File: src/rtl/shared_reg_if.sv
// Request/grant bus between N_REQ producers and the shared write register.
// Producers drive req/data; the arbiter returns grant and register state.
interface shared_reg_if #(
    parameter int N_REQ = 4,
    parameter int WIDTH = 8,
    parameter int IDX_W = $clog2(N_REQ)
) ();
    logic [N_REQ-1:0]       req;
    logic [N_REQ*WIDTH-1:0] data;
    logic [N_REQ-1:0]       gnt;
    logic [WIDTH-1:0]       q;
    logic                   q_valid;
    logic [IDX_W-1:0]       owner;
    logic                   busy;

    modport master (
        output req, data,
        input  gnt, q, q_valid, owner, busy
    );

    modport slave (
        input  req, data,
        output gnt, q, q_valid, owner, busy
    );
endinterface

File: src/rtl/shared_reg_arbiter.sv
// Round-robin write arbiter sharing one register among N_REQ requesters,
// with a fixed dead time after every accepted write.
module shared_reg_arbiter #(
    parameter int N_REQ       = 4,
    parameter int WIDTH       = 8,
    parameter int HOLD_CYCLES = 2,
    localparam int IDX_W      = $clog2(N_REQ)
) (
    input logic        clk,
    input logic        rst,
    shared_reg_if.slave bus
);

    typedef enum logic {IDLE, HOLD} state_t;

    state_t           state;
    logic [IDX_W-1:0] ptr;
    logic [IDX_W-1:0] win;
    logic [IDX_W-1:0] cand;
    logic [IDX_W-1:0] ptr_nxt;
    logic [7:0]       cnt;
    logic             hit;
    int               idx;

    // Search starts at ptr and wraps, so the last winner ends up lowest.
    always_comb begin
        win  = '0;
        cand = '0;
        hit  = 1'b0;
        idx  = 0;
        for (int k = 0; k < N_REQ; k++) begin
            idx = int'(ptr) + k;
            if (idx >= N_REQ) idx = idx - N_REQ;
            cand = IDX_W'(idx);
            if (!hit && bus.req[cand]) begin
                hit = 1'b1;
                win = cand;
            end
        end
    end

    assign ptr_nxt = (win == IDX_W'(N_REQ - 1)) ? '0 : win + 1'b1;

    assign bus.gnt = (rst && state == IDLE && hit)
                   ? ({{(N_REQ-1){1'b0}}, 1'b1} << win)
                   : '0;

    always_ff @(posedge clk or negedge rst) begin
        if (!rst) begin
            state       <= IDLE;
            ptr         <= '0;
            cnt         <= '0;
            bus.q       <= '0;
            bus.q_valid <= 1'b0;
            bus.owner   <= '0;
            bus.busy    <= 1'b0;
        end else begin
            bus.q_valid <= 1'b0;
            unique case (state)
                IDLE: begin
                    if (hit) begin
                        bus.q       <= bus.data[win*WIDTH +: WIDTH];
                        bus.owner   <= win;
                        bus.q_valid <= 1'b1;
                        ptr         <= ptr_nxt;
                        if (HOLD_CYCLES > 0) begin
                            state    <= HOLD;
                            cnt      <= 8'(HOLD_CYCLES);
                            bus.busy <= 1'b1;
                        end
                    end
                end
                HOLD: begin
                    if (cnt == 8'd1) begin
                        state    <= IDLE;
                        cnt      <= '0;
                        bus.busy <= 1'b0;
                    end else begin
                        cnt <= cnt - 8'd1;
                    end
                end
                default: state <= IDLE;
            endcase
        end
    end

endmodule

File: src/flat_wrapper.sv
// flat-port wrapper written by rule: the top's interface ports become plain ports
module shared_reg_arbiter_flat 
#(
    parameter int N_REQ       = 4,
    parameter int WIDTH       = 8,
    parameter int HOLD_CYCLES = 2,
    localparam int IDX_W      = $clog2(N_REQ)
)
  (clk, rst, bus_req, bus_data, bus_gnt, bus_q, bus_q_valid, bus_owner, bus_busy);
  shared_reg_if #(.N_REQ(N_REQ), .WIDTH(WIDTH)) bus_i ();
  input logic clk;
  input logic rst;
  input wire logic [$bits(bus_i.req)-1:0] bus_req;
  input wire logic [$bits(bus_i.data)-1:0] bus_data;
  output wire logic [$bits(bus_i.gnt)-1:0] bus_gnt;
  output wire logic [$bits(bus_i.q)-1:0] bus_q;
  output wire logic [$bits(bus_i.q_valid)-1:0] bus_q_valid;
  output wire logic [$bits(bus_i.owner)-1:0] bus_owner;
  output wire logic [$bits(bus_i.busy)-1:0] bus_busy;
  assign bus_i.req = bus_req;
  assign bus_i.data = bus_data;
  assign bus_gnt = bus_i.gnt;
  assign bus_q = bus_i.q;
  assign bus_q_valid = bus_i.q_valid;
  assign bus_owner = bus_i.owner;
  assign bus_busy = bus_i.busy;
  shared_reg_arbiter #(.N_REQ(N_REQ), .WIDTH(WIDTH), .HOLD_CYCLES(HOLD_CYCLES)) u_core (.clk(clk), .rst(rst), .bus(bus_i));
endmodule
File: config.mk
export PLATFORM = sky130hd
export DESIGN_NAME = shared_reg_arbiter_flat
export DESIGN_NICKNAME = d
export VERILOG_FILES = /design/src/rtl/shared_reg_if.sv /design/src/rtl/shared_reg_arbiter.sv /design/src/flat_wrapper.sv
export SDC_FILE = /design/constraint.sdc
export NUM_CORES = 1
export LEC_CHECK = 0
export BUFFER_PORTS_ARGS = -buffer_cell sky130_fd_sc_hd__buf_4
export CORE_ASPECT_RATIO = 1.2
export CORE_MARGIN = 1.5
export CORE_UTILIZATION = 50
export CTS_CLUSTER_DIAMETER = 40
export DETAILED_ROUTE_END_ITERATION = 10
export GPL_TIMING_DRIVEN = 1
export PLACE_DENSITY = 0.91
export RECOVER_POWER = 100
export SLEW_MARGIN = 15
export SYNTH_ARGS = -nofsm -noshare
export SYNTH_HDL_FRONTEND = slang
export SYNTH_SLANG_ARGS = --single-unit
File: constraint.sdc
create_clock -name clk -period 3.2 [get_ports clk]
set_clock_uncertainty 0.05 [all_clocks]
set_input_delay 0.32 -clock clk [delete_from_list [all_inputs] [get_ports clk]]
set_output_delay 0.32 -clock clk [all_outputs]
set_load 0.01 [all_outputs]
-- Word level (Yosys, flattened, before mapping)
Index checks and enable logic that the tools add are counted.
- register bits after elaboration: 23
- bits of input ports: 38
- output and inout bits: 16
- $add $sub $neg: 9
- order comparisons: 8
- equality and inequality tests: 4
- shifts and indexed selects: 2
- muxes and demuxes: 32
- bitwise logic cells: 1
- reduce and logical (&&, ||, !) cells: 10
- operators with widths (kind ; count):
    variable part select 32 x 6 -> 8 bit ; 1
    two-way mux 2 bit ; 9
    two-way mux 8 bit ; 2
    one-hot mux 8 bit (2 select lines) ; 1
    two-way mux 1 bit ; 13
    less-than comparator 2 x 3 -> 1 bit, second input constant ; 4
    greater-or-equal comparator 3 bit, second input constant ; 3
    binary-select mux 1 bit (select 2 bit) ; 4
    equality test 8 x 1 -> 1 bit, second input constant ; 1
    subtractor 2 x 1 -> 2 bit, second input constant ; 4
    subtractor 8 x 1 -> 8 bit, second input constant ; 1
    adder 2 x 2 -> 3 bit, second input constant ; 2
    logical AND 1 bit ; 5
    two-way mux 4 bit ; 1
    one-hot mux 1 bit (2 select lines) ; 2
    AND reduction 2 bit ; 2
    left shift 1 x 2 -> 4 bit, first input constant ; 1
    adder 2 x 1 -> 3 bit, second input constant ; 1
    greater-or-equal comparator 2 x 3 -> 1 bit, second input constant ; 1
    logical NOT 1 bit ; 3
    adder 2 x 1 -> 2 bit, second input constant ; 1
    equality test 2 bit, second input constant ; 1
    inequality test 2 x 1 -> 1 bit, second input constant ; 1
    inequality test 2 bit, second input constant ; 1
    inverter 1 bit ; 1

-- Longest topological paths before layout
- depth in word-level cells: 16
- depth in mapped cells: 7
- gate-level depth less buffers: 7

-- Worst setup path after synthesis
OpenSTA, ideal clock, no wires.
- path type: register to output
- start point: register u_core.ptr[1]
- end point: output bus_gnt[2]
- data arrival time: 1.395 ns
- data required time: 2.830 ns
- setup slack: 1.435 ns
- cell stages (with the launch flop): 8
- path buffers: 1
- cell sequence: dfrtp_1 inv_1 a221oi_1 nand3_1 buf_2 inv_1 ha_1 and3_1
- longest elaborated chain between the ends: 16
- elaborated cells on any way between the ends: 40
- ends and longest elaborated chain (element ; line ; source):
    start, declared ; shared_reg_arbiter.sv:17 ; logic [IDX_W-1:0] ptr;
    start signal, assigned ; shared_reg_arbiter.sv:65 ; ptr <= ptr_nxt;
    branches (longest 15 deep; another with adder 2 x 1 -> 3 bit) ; - ;
    two-way mux 4 bit * ; shared_reg_arbiter.sv:45 ; ? ({{(N_REQ-1){1'b0}}, 1'b1} << win)
    end, declared ; flat_wrapper.sv:15 ; output wire logic [$bits(bus_i.gnt)-1:0] bus_gnt;
Mark *: on every way between the ends. The select of a mux whose other input is x is not followed.

-- Worst setup path after layout
- start point: register u_core.state
- end point: output bus_gnt[2]
- longest elaborated chain between the ends: 4
- ends and longest elaborated chain (element ; line ; source):
    start, declared ; shared_reg_arbiter.sv:16 ; state_t state;
    start signal, assigned ; shared_reg_arbiter.sv:50 ; state <= IDLE;
    start signal, assigned ; shared_reg_arbiter.sv:67 ; state <= HOLD;
    start signal, assigned ; shared_reg_arbiter.sv:75 ; state <= IDLE;
    inverter 1 bit (no source line) ; - ;
    logical AND 1 bit (2 in a row) ; shared_reg_arbiter.sv:44 ; assign bus.gnt = (rst && state == IDLE && hit)
    two-way mux 4 bit ; shared_reg_arbiter.sv:45 ;
Every way passes these cells.

==> metrics.txt <==
fin crit period 2.54 ns; Post-DP HPWL 2.43 mm; Peak VDD IR 0.000249 V; Post-Synthesis Mean Instance Area 9.60 µm²; critical path endpoint category primary output; Slew Limit Fails 0; TritonCTS clock tree yes; final worst slack 0.663 ns; GRT Total Usage 23.2%; CTS buffer count 3; largest net degree at the start of global routing 27; DRC 0; critical path arrival 2.17 ns; Die Area 2930 µm²; Via density 5.56; global route total overflow 0; Power Density 368 nW/µm²; postcts setup bufs 0; Nets 232; hold crit path type in -> reg; Initial Utilization 52.2%; status finished, final reports clean; gpl congestion 0.794; crit-path max FO 15; # rows 20; most frequent cell after synthesis dfrtp_1; Synth Cell Area 1310 µm²; Core ar. 2500 µm²; final hold violation count 0; max cap viols 0; Worst-Margin Slew 1.27 ns; Synth warnings 0; Clk pin slew, worst setup/hold paths 0.12 ns; first-pass GRT wire length 5.18 mm; Synth area leaders dfrtp_1 44%, mux2i_1 12%, nand2_1 6.3%; Highest Clock Rate 394 MHz; Final setup viols 0; maximum clock path buffer count 2; vias in the first global route 1224; Detailed Route Iter0 Violations 11; top cells by count, synth 23 x dfrtp_1, 22 x nand2_1, 16 x mux2i_1; later-pin clock latency in the skew report 0.30 ns; Setup CP Type reg -> out; WHS 0.278 ns; syn nets 177; post-route ant nets 0; per-cell routed wire length 13.9 µm; Die Ht 59.0 µm; Post-synth EDFFs 0; clk sinks 23; dpl ws 1.08 ns; DR vias 1239; Routed WL 3.09 mm; leakage power 0.000806 µW; post-synth top area cell dfrtp_1; Antenna Cells 0; Setup TNS Final 0 ns; initial antenna violation count 0; FFs w/ async S/R, synth 100%; top_reg_cell synth dfrtp_1; layout cells sized above 1 23.2%; Yosys top cell area share 44.1%; period utilization 79.3%; Top Ports 54; FF+latch count, synth 23; proportion of synthesized chip area in sequential cells 44.1%; Required @ worst endpoint 2.83 ns; htree depth 1; CP startpoint kind flip-flop; # resized after CTS 0; Root Driver clkbuf_4; TritonRoute pass-1 iters 4; Port Buffers 53; Syn-to-layout area delta 29.0%; die width 49.6 µm; Synth Instances 136; distinct cell type count after synthesis 32; RSZ-0062 raised after global routing no; relative slew slack 14.0%
[state kept, by name, summed over array words and instances, names as in the netlist]
signal	cells
u_core.bus.q	8
u_core.cnt	8
u_core.bus.owner	2
u_core.ptr	2
u_core.bus.busy	1
u_core.bus.q_valid	1
u_core.state	1
[power breakdown]
part           total [µW]  leakage, µW  switching (µW)  internal, µW
registers             332     0.000265            18.2           314
logic                 154     0.000523            75.0          78.8
clock network         133    0.0000177            86.1          46.6
[per-layer routing]
metal	wire length, µm	up-vias	track usage, %
li1	-	593	-
met1	1240	599	25.3
met2	1680	45	44.0
met3	153	2	4.57
met4	19	0	8.73
met5	0	-	0
[final timing paths]
kind	from	end	slack [ns]	cells past startpoint
max	u_core.state	bus_gnt[2]	0.66	4
min	bus_data[28]	u_core.bus.q[4]	0.28	3
max reg2reg	u_core.cnt[2]	u_core.cnt[5]	0.67	5
min reg2reg	u_core.bus.q[0]	u_core.bus.q[0]	0.46	2
max in group asynchronous	rst	u_core.bus.q[5]	2.49	2
min in group asynchronous	rst	u_core.cnt[2]	0.37	2
[area by class of cell]
class / count / area [µm²]
Fill cell: 220 / 820
Multi-Input combinational cell: 101 / 661
Sequential cell: 23 / 576
Timing Repair Buffer: 55 / 352
Tap cell: 33 / 41.3
Inverter: 7 / 26.3
Clock buffer: 3 / 22.5
Clock inverter: 1 / 5.00
[repair_timing]
item | CTS | global route
hold endpoints to repair | 23 | 0
hold buffers | 1 | 0
setup endpoints to repair | 0 | 0
[critical path, stage by stage, from the launching register on]
cell      delay [ns]
dfrtp_1         0.46
or2_0           0.66
inv_1           0.33
and3_1          0.28
clkbuf_1        0.12
[cells in the final DEF (no fill, tap or decap), drive strengths merged]
cell	netlist	layout
xnor2	1	1
and3	1	1
mux2i	16	16
o21a	1	1
xor2	2	2
nand2	22	22
nor2b	2	2
buf	4	37
o21bai	1	1
or3	1	1
or2	1	1
nand3b	1	1
o21ai	11	11
dlygate4sd3	0	1
nor4	3	3
clkbuf	1	20
a211oi	1	1
inv	7	7
nand2b	2	2
o221ai	8	8
nor3	1	1
a221oi	2	2
a21oi	3	3
o41ai	1	1
a22oi	1	1
nor2	12	12
clkinv	0	1
dfrtp	23	23
nand3	4	4
ha	3	3
[stage by stage]
step                      cells  util, %  power [µW]  cell area, µm²
after floorplan             136        -         422            1310
after global placement      218     69.1         498            1730
after detailed placement    218     69.1         506            1730
after CTS                   223     70.6         639            1770
after global routing        223     67.3         659            1680
final                       223     67.3         619            1680
[kinds of logic (layout without fill, tap and decap cells)]
group                    Yosys count  after routing  synth area share, %
buffers and inverters             12             66                 3.83
multiplexers                      16             16                 12.3
XOR/XNOR                           3              3                 2.01
flip-flops                        23             23                 44.1
AND/OR/NAND/NOR                   50             50                 17.9
AO/OA/AOI/OAI                     29             29                 17.0
adder cells (fa/ha/maj)            3              3                 2.88
(Power assumes the default switching activity.)
